==> src/rtl/logic_eval_pkg.sv <==
// logic_eval_pkg: shared state encoding and sweep sizing for logic_eval_sweep
package logic_eval_pkg;
  typedef enum logic [1:0] {IDLE, SWEEP, DONE} state_e;
  localparam int SWEEP_LEN = 32;
  localparam int CNT_W = 6;
endpackage

==> src/rtl/logic_eval_core.sv <==
// logic_eval_core: per-lane f = (a&b) | ((c^d) & (INV_E ? ~e : e)), no cross-lane terms
module logic_eval_core #(
  parameter int W = 4,
  parameter bit INV_E = 1'b1
) (
  input  logic [W-1:0] a,
  input  logic [W-1:0] b,
  input  logic [W-1:0] c,
  input  logic [W-1:0] d,
  input  logic [W-1:0] e,
  output logic [W-1:0] f
);
  assign f = (a & b) | ((c ^ d) & (INV_E ? ~e : e));
endmodule

==> src/rtl/logic_eval_sweep.sv <==
// logic_eval_sweep: registered W-lane logic function with valid/ready handshake
// and a 32-combination scalar self-test sweep that counts true results.
module logic_eval_sweep
  import logic_eval_pkg::*;
#(
  parameter int W = 4,
  parameter bit INV_E = 1'b1
) (
  input  logic             clk,
  input  logic             rst_n,
  input  logic             in_valid,
  output logic             in_ready,
  input  logic [W-1:0]     a,
  input  logic [W-1:0]     b,
  input  logic [W-1:0]     c,
  input  logic [W-1:0]     d,
  input  logic [W-1:0]     e,
  output logic             out_valid,
  input  logic             out_ready,
  output logic [W-1:0]     z,
  input  logic             sweep_start,
  output logic             sweep_busy,
  output logic             sweep_done,
  output logic [CNT_W-1:0] ones_count
);
  state_e           state_q, state_d;
  logic [W-1:0]     z_q, z_d, f;
  logic             out_valid_q, out_valid_d;
  logic [CNT_W-1:0] cnt_q, cnt_d, ones_q, ones_d;
  logic             sweep_f, start, in_fire;
  logic_eval_core #(.W(W), .INV_E(INV_E)) u_data (
    .a(a), .b(b), .c(c), .d(d), .e(e), .f(f)
  );
  // Sweep operands come straight from the counter, a = MSB.
  logic_eval_core #(.W(1), .INV_E(INV_E)) u_sweep (
    .a(cnt_q[4]), .b(cnt_q[3]), .c(cnt_q[2]), .d(cnt_q[1]), .e(cnt_q[0]), .f(sweep_f)
  );
  always_ff @(posedge clk or negedge rst_n) begin
    if (!rst_n) begin
      state_q     <= IDLE;
      z_q         <= '0;
      out_valid_q <= 1'b0;
      cnt_q       <= '0;
      ones_q      <= '0;
    end else begin
      state_q     <= state_d;
      z_q         <= z_d;
      out_valid_q <= out_valid_d;
      cnt_q       <= cnt_d;
      ones_q      <= ones_d;
    end
  end
  always_comb begin
    start   = (state_q == IDLE) && sweep_start && !out_valid_q;
    state_d = start ? SWEEP :
              (state_q == SWEEP && cnt_q == CNT_W'(SWEEP_LEN - 1)) ? DONE :
              (state_q == DONE) ? IDLE : state_q;
    cnt_d   = start ? '0 : (state_q == SWEEP) ? cnt_q + CNT_W'(1) : cnt_q;
    ones_d  = start ? '0 : (state_q == SWEEP) ? ones_q + CNT_W'(sweep_f) : ones_q;
  end
  always_comb begin
    in_ready    = (state_q == IDLE) && !sweep_start && (!out_valid_q || out_ready);
    sweep_busy  = (state_q == SWEEP);
    sweep_done  = (state_q == DONE);
    in_fire     = in_valid && in_ready;
    z_d         = in_fire ? f : z_q;
    out_valid_d = in_fire ? 1'b1 : (out_valid_q && out_ready) ? 1'b0 : out_valid_q;
  end
  assign z          = z_q;
  assign out_valid  = out_valid_q;
  assign ones_count = ones_q;
endmodule

==> config.mk <==
export PLATFORM = sky130hd
export DESIGN_NAME = logic_eval_sweep
export DESIGN_NICKNAME = d
export VERILOG_FILES = /design/src/rtl/logic_eval_pkg.sv /design/src/rtl/logic_eval_core.sv /design/src/rtl/logic_eval_sweep.sv
export SDC_FILE = /design/constraint.sdc
export NUM_CORES = 1
export LEC_CHECK = 0
export BUFFER_PORTS_ARGS = -buffer_cell sky130_fd_sc_hd__clkbuf_2
export CORE_MARGIN = 4
export CORE_UTILIZATION = 51
export DETAILED_ROUTE_END_ITERATION = 12
export HOLD_SLACK_MARGIN = 0.1
export PLACE_DENSITY = 0.84
export SETUP_SLACK_MARGIN = 0.15
export SLEW_MARGIN = 25
export SYNTH_ARGS = -nofsm -noshare
export SYNTH_HDL_FRONTEND = slang
export SYNTH_SLANG_ARGS = --single-unit
==> constraint.sdc <==
create_clock -name clk -period 3.1 [get_ports clk]
set_input_delay 0.62 -clock clk [delete_from_list [all_inputs] [get_ports clk]]
set_output_delay 0.62 -clock clk [all_outputs]
set_load 0.03 [all_outputs]
Word level (Yosys, flattened, before mapping) --
Cells that the tools add are included.
Word-level totals: bits in registers 19, input port bits 25, output and inout bits 14, word-level logic and storage cells 43
Operators by class: $add $sub $neg 2, eq/ne operators 3, mux-type cells 9, bitwise operators 10, reductions and logical operators 14
Operators with widths (number):
- $mux W6 | 4
- $and A4 B4 Y4 | 2
- $logic_and A1 B1 Y1 | 7
- $add A6 B1 Y6 | 1
- $add A6 B1 Y6 const B | 1
- $eq A6 B5 Y1 const B | 1
- $mux W2 | 3
- $not A4 Y4 | 1
- $or A4 B4 Y4 | 1
- $reduce_bool A2 Y1 | 2
- $xor A4 B4 Y4 | 1
- $reduce_bool A3 Y1 | 1
- $and A1 B1 Y1 | 2
- $eq A2 B1 Y1 const B | 1
- $eq A2 B2 Y1 const B | 1
- $logic_not A1 Y1 | 2
- $logic_not A2 Y1 | 1
- $mux W1 | 2
- $logic_or A1 B1 Y1 | 1
- $not A1 Y1 | 1
- $or A1 B1 Y1 | 1
- $xor A1 B1 Y1 | 1

Logic depth before layout (Yosys ltp) --
word-level depth 6, depth in mapped cells 8, depth with buffers taken out 8

Modules after synthesis --
A second synthesis with hierarchy kept.
Second synthesis, totals: cell total of the unflattened synthesis 99, area, all modules 1007.2 µm²
By module, submodules not included:
- logic_eval_sweep | times used 1, cells each 84, area each 919.6 µm², sequential area each 475.5 µm²
- logic_eval_core at u_data | times used 1, cells each 12, area each 70.1 µm², sequential area each 0.0 µm²
- logic_eval_core at u_sweep | times used 1, cells each 3, area each 17.5 µm², sequential area each 0.0 µm²

Worst setup path before layout --
No wires, ideal clock.
kind input to output, start in out_ready, end out in_ready, arrival 1764 ps, required time 2480 ps, setup slack 716 ps, stages 2, path buffers 0, cell sequence nand2b_1 nor4b_1
On the way: word-level cells in the longest chain between the ends 2
Ends and longest elaborated chain:
- from (decl) | line logic_eval_sweep.sv:19 | input logic out_ready,
- $logic_or A1 B1 Y1 | line logic_eval_sweep.sv:62 | in_ready = (state_q == IDLE) && !sweep_start && (!out_valid_q || out_ready);
- $logic_and A1 B1 Y1 | line logic_eval_sweep.sv:62
- to (decl) | line logic_eval_sweep.sv:12 | output logic in_ready,
Every way passes these cells.

Worst setup path after layout --
start reg state_q[0], end out sweep_busy
On the way: word-level cells in the longest chain between the ends 1
Ends and longest elaborated chain:
- from (decl) | line logic_eval_sweep.sv:26 | state_e state_q, state_d;
- from (signal assigned) | line logic_eval_sweep.sv:46 | state_q <= state_d;
- $eq A2 B1 Y1 | line logic_eval_sweep.sv:63 | sweep_busy = (state_q == SWEEP);
- to (decl) | line logic_eval_sweep.sv:22 | output logic sweep_busy,
Every way passes these cells.

==> summary.txt <==
STA
  • Clock Skew: 0.00938 ns
  • Hold WS: 0.245 ns
  • TNS Setup: 0 ns
  • Final setup viols: 0
  • Worst relative slew slack: 64.9%
  • RSZ-0062 raised after global routing: no
  • Fin worst setup slack: 0.979 ns
  • Minimum clock period: 2.12 ns
  • F_max: 471 MHz
  • Final period utilization: 68.4%
  • Slew @ Worst Pin: 0.526 ns
  • Final hold vios: 0
  • Fin. max-slew vios: 0

Finish
  • Register Area: 475 sq um
  • Fin nets: 166
  • Number of diodes: 0
  • Layout fillers: 150
  • Multi-input logic area: 522 sq um
  • Layout cells sized above 1: 36.8%
  • Area grow syn2layout: 22.4%
  • Fin util: 69.0%

Run
  • Max-cap viol count: 0

Placement
  • Hpwl dp: 1790 um
  • PortBufs: 38
  • Placement Setup Slack: 1.19 ns
  • Placer Congestion: 0.708

GRT
  • First-pass GRT wire length: 3470 um
  • Largest net degree at the start of global routing: 20
  • All-Layer GR Usage: 17.4%
  • Total grt overflow: 0
  • Number of global-route vias before repair: 806
  • Initial antenna violation count: 0

Synth
  • Top-count cell post-synth: dfrtp_1
  • Largest family of logic cells by synthesized area: simple AND/OR/NAND/NOR gates
  • Netlist Area Pre-Place: 1030 sq um
  • Mapped Avg Cell Area: 10.6 sq um
  • #FFs+latches synth: 19
  • Area contributors post-synth: dfrtp_1, nand2_1, ha_1
  • Syn nets: 126
  • Compound-Gate Fraction of Synth Area: 9.02%
  • Synth Flop Type: dfrtp_1
  • Post-synth ARST share: 100%
  • Post-Synth Simple-Gate Area: 24.6%
  • Unique masters post-synth: 30
  • Post-synthesis adder-cell area fraction: 4.88%
  • YS warnings: 0
  • Fraction of synthesized area in multiplexers: 6.34%
  • Sequential fraction of the synthesis area: 46.3%
  • Post-Syn Instances: 97
  • Post-synth top cells: dfrtp_1, nand2_1, o21ai_0, nand3_1, nor2_1
  • Post-synthesis cell type with the largest combined area: dfrtp_1
  • Synth Area in XOR/XNOR: 5.98%
  • Share of the synthesized area in the top cell type: 46.3%
  • Post-synth EDFFs: 0

Clock tree
  • Clock latency on the worst-skew pair: 0.30 ns
  • CTS Buffer Depth: 2
  • Clock sinks: 19
  • Cts repair resizes: 0
  • CTS H-Tree Depth: 1
  • Hold-fix buffers, CTS: 0
  • Setup bufs post-CTS: 0
  • Clk Tree Root Cell: clkbuf_4
  • TritonCTS clock tree: built
  • Total CTS buffers: 3
  • Clock transition at path regs: 0.10 ns

Worst setup path
  • Crit. End Element: output pin
  • R2r startpoint: cnt_q[2]$_DFFE_PN0P_
  • Crit path DAT: 1.50 ns
  • CP peak stage delay: 0.68 ns
  • Worst Path Required: 2.48 ns
  • CP max FO: 12
  • Cell Chain, Critical Path: nand2b_4 -> inv_1 -> clkbuf_2
  • Nature of the critical path startpoint: flop
  • R2R depth: 8
  • R2r setup slk: 1.27 ns
  • Slowest cell on crit path: dfrtp_1
  • CP Class: flop to output pin
  • Capturing point of the worst reg2reg path: ones_count[2]$_DFFE_PN0P_

Routing
  • DRC Markers: 0
  • Pre-antenna DRT Iters: 4
  • Routed len/inst: 13.5 um
  • DR vias/cell: 5.27
  • Detail Route Antenna Nets: 0
  • DR vias: 849
  • WL final: 2170 um
  • Detailed router's first-iteration violation count: 16

Die
  • Initial Utilization: 56.4%
  • Die X: 52.9 um
  • Ports: 39
  • Die Y: 52.9 um
  • Core ar.: 1820 sq um
  • Die area: 2790 sq um
  • Row Count: 15

Run status
  • Status: finished clean

Power
  • Pleak: 0.648 nW
  • Maximum VDD drop: 0.000586 V
  • Power density over the cells: 1030 nW/um^2

Min path
  • Min-delay worst type: input port to asynchronous set/reset pin
[critical path: cells and delay by family (launching register included)]
kind,cells,cell delay [ns]
AND/OR/NAND/NOR,1,0.13
flip-flops,1,0.68
buffers and inverters,2,0.39
[cells by family (layout without fill, tap and decap cells)]
family                   after synthesis  count (layout)
multiplexers                           6               6
AO/OA/AOI/OAI                         14              14
flip-flops                            19              19
buffers and inverters                  6              45
AND/OR/NAND/NOR                       41              41
XOR/XNOR                               7               7
adder cells (fa/ha/maj)                4               4
[stage by stage]
stage / instance area, sq um / total power [mW] / instances
6_report: 1260 / 1.30 / 161
5_1_grt: 1260 / 1.41 / 161
4_1_cts: 1260 / 1.32 / 161
3_5_place_dp: 1230 / 1.19 / 157
3_3_place_gp: 1230 / 1.15 / 157
2_1_floorplan: 1030 / 1.00 / 97
[report_power, final]
group	switching, mW	internal, mW	leakage (nW)
Sequential	0.146	0.364	0.238
Combinational	0.410	0.257	0.395
Clock	0.0713	0.0502	0.0150
[cell usage in the layout (no fill, tap or decap), drive strengths merged, types with 3 or more instances in the layout]
master / netlist / routed
nor2: 5 / 5
nor4b: 3 / 3
clkbuf: 0 / 42
ha: 4 / 4
xor2: 3 / 3
o21ai: 7 / 7
inv: 3 / 3
xnor2: 4 / 4
nand2: 16 / 16
mux2: 4 / 4
nand3: 5 / 5
dfrtp: 19 / 19
[final cells by class]
type                            instances  area share (%)
Clock buffer                            4            2.09
Sequential cell                        19            37.8
Multi-Input combinational cell         72            41.5
Tap cell                               25            2.49
Timing Repair Buffer                   38            15.1
Inverter                                3           0.896
[registers in the layout, summed over array words and instances, names as in the netlist]
register and count:
z 4, out_valid 1, state_q 2, cnt_q 6, ones_count 6
[layer usage]
layer | vias up | track usage (%) | wire length (um)
met3 | 3 | 2.54 | 95
met1 | 404 | 21.0 | 856
met5 | - | 0 | 0
li1 | 418 | - | -
met4 | 0 | 7.66 | 34
met2 | 24 | 30.4 | 1180
[worst max path at each step]
stage                                      start    endpoint  cells past startpoint
after floorplan                        out_ready    in_ready                      2
after global placement                 out_ready    in_ready                      4
after detailed placement               out_ready    in_ready                      4
after CTS                 state_q[0]$_DFFE_PN0P_  sweep_busy                      3
after global routing      state_q[0]$_DFFE_PN0P_  sweep_busy                      3
final                     state_q[0]$_DFFE_PN0P_  sweep_busy                      3
Note: power is estimated with default switching activity, not from simulation.
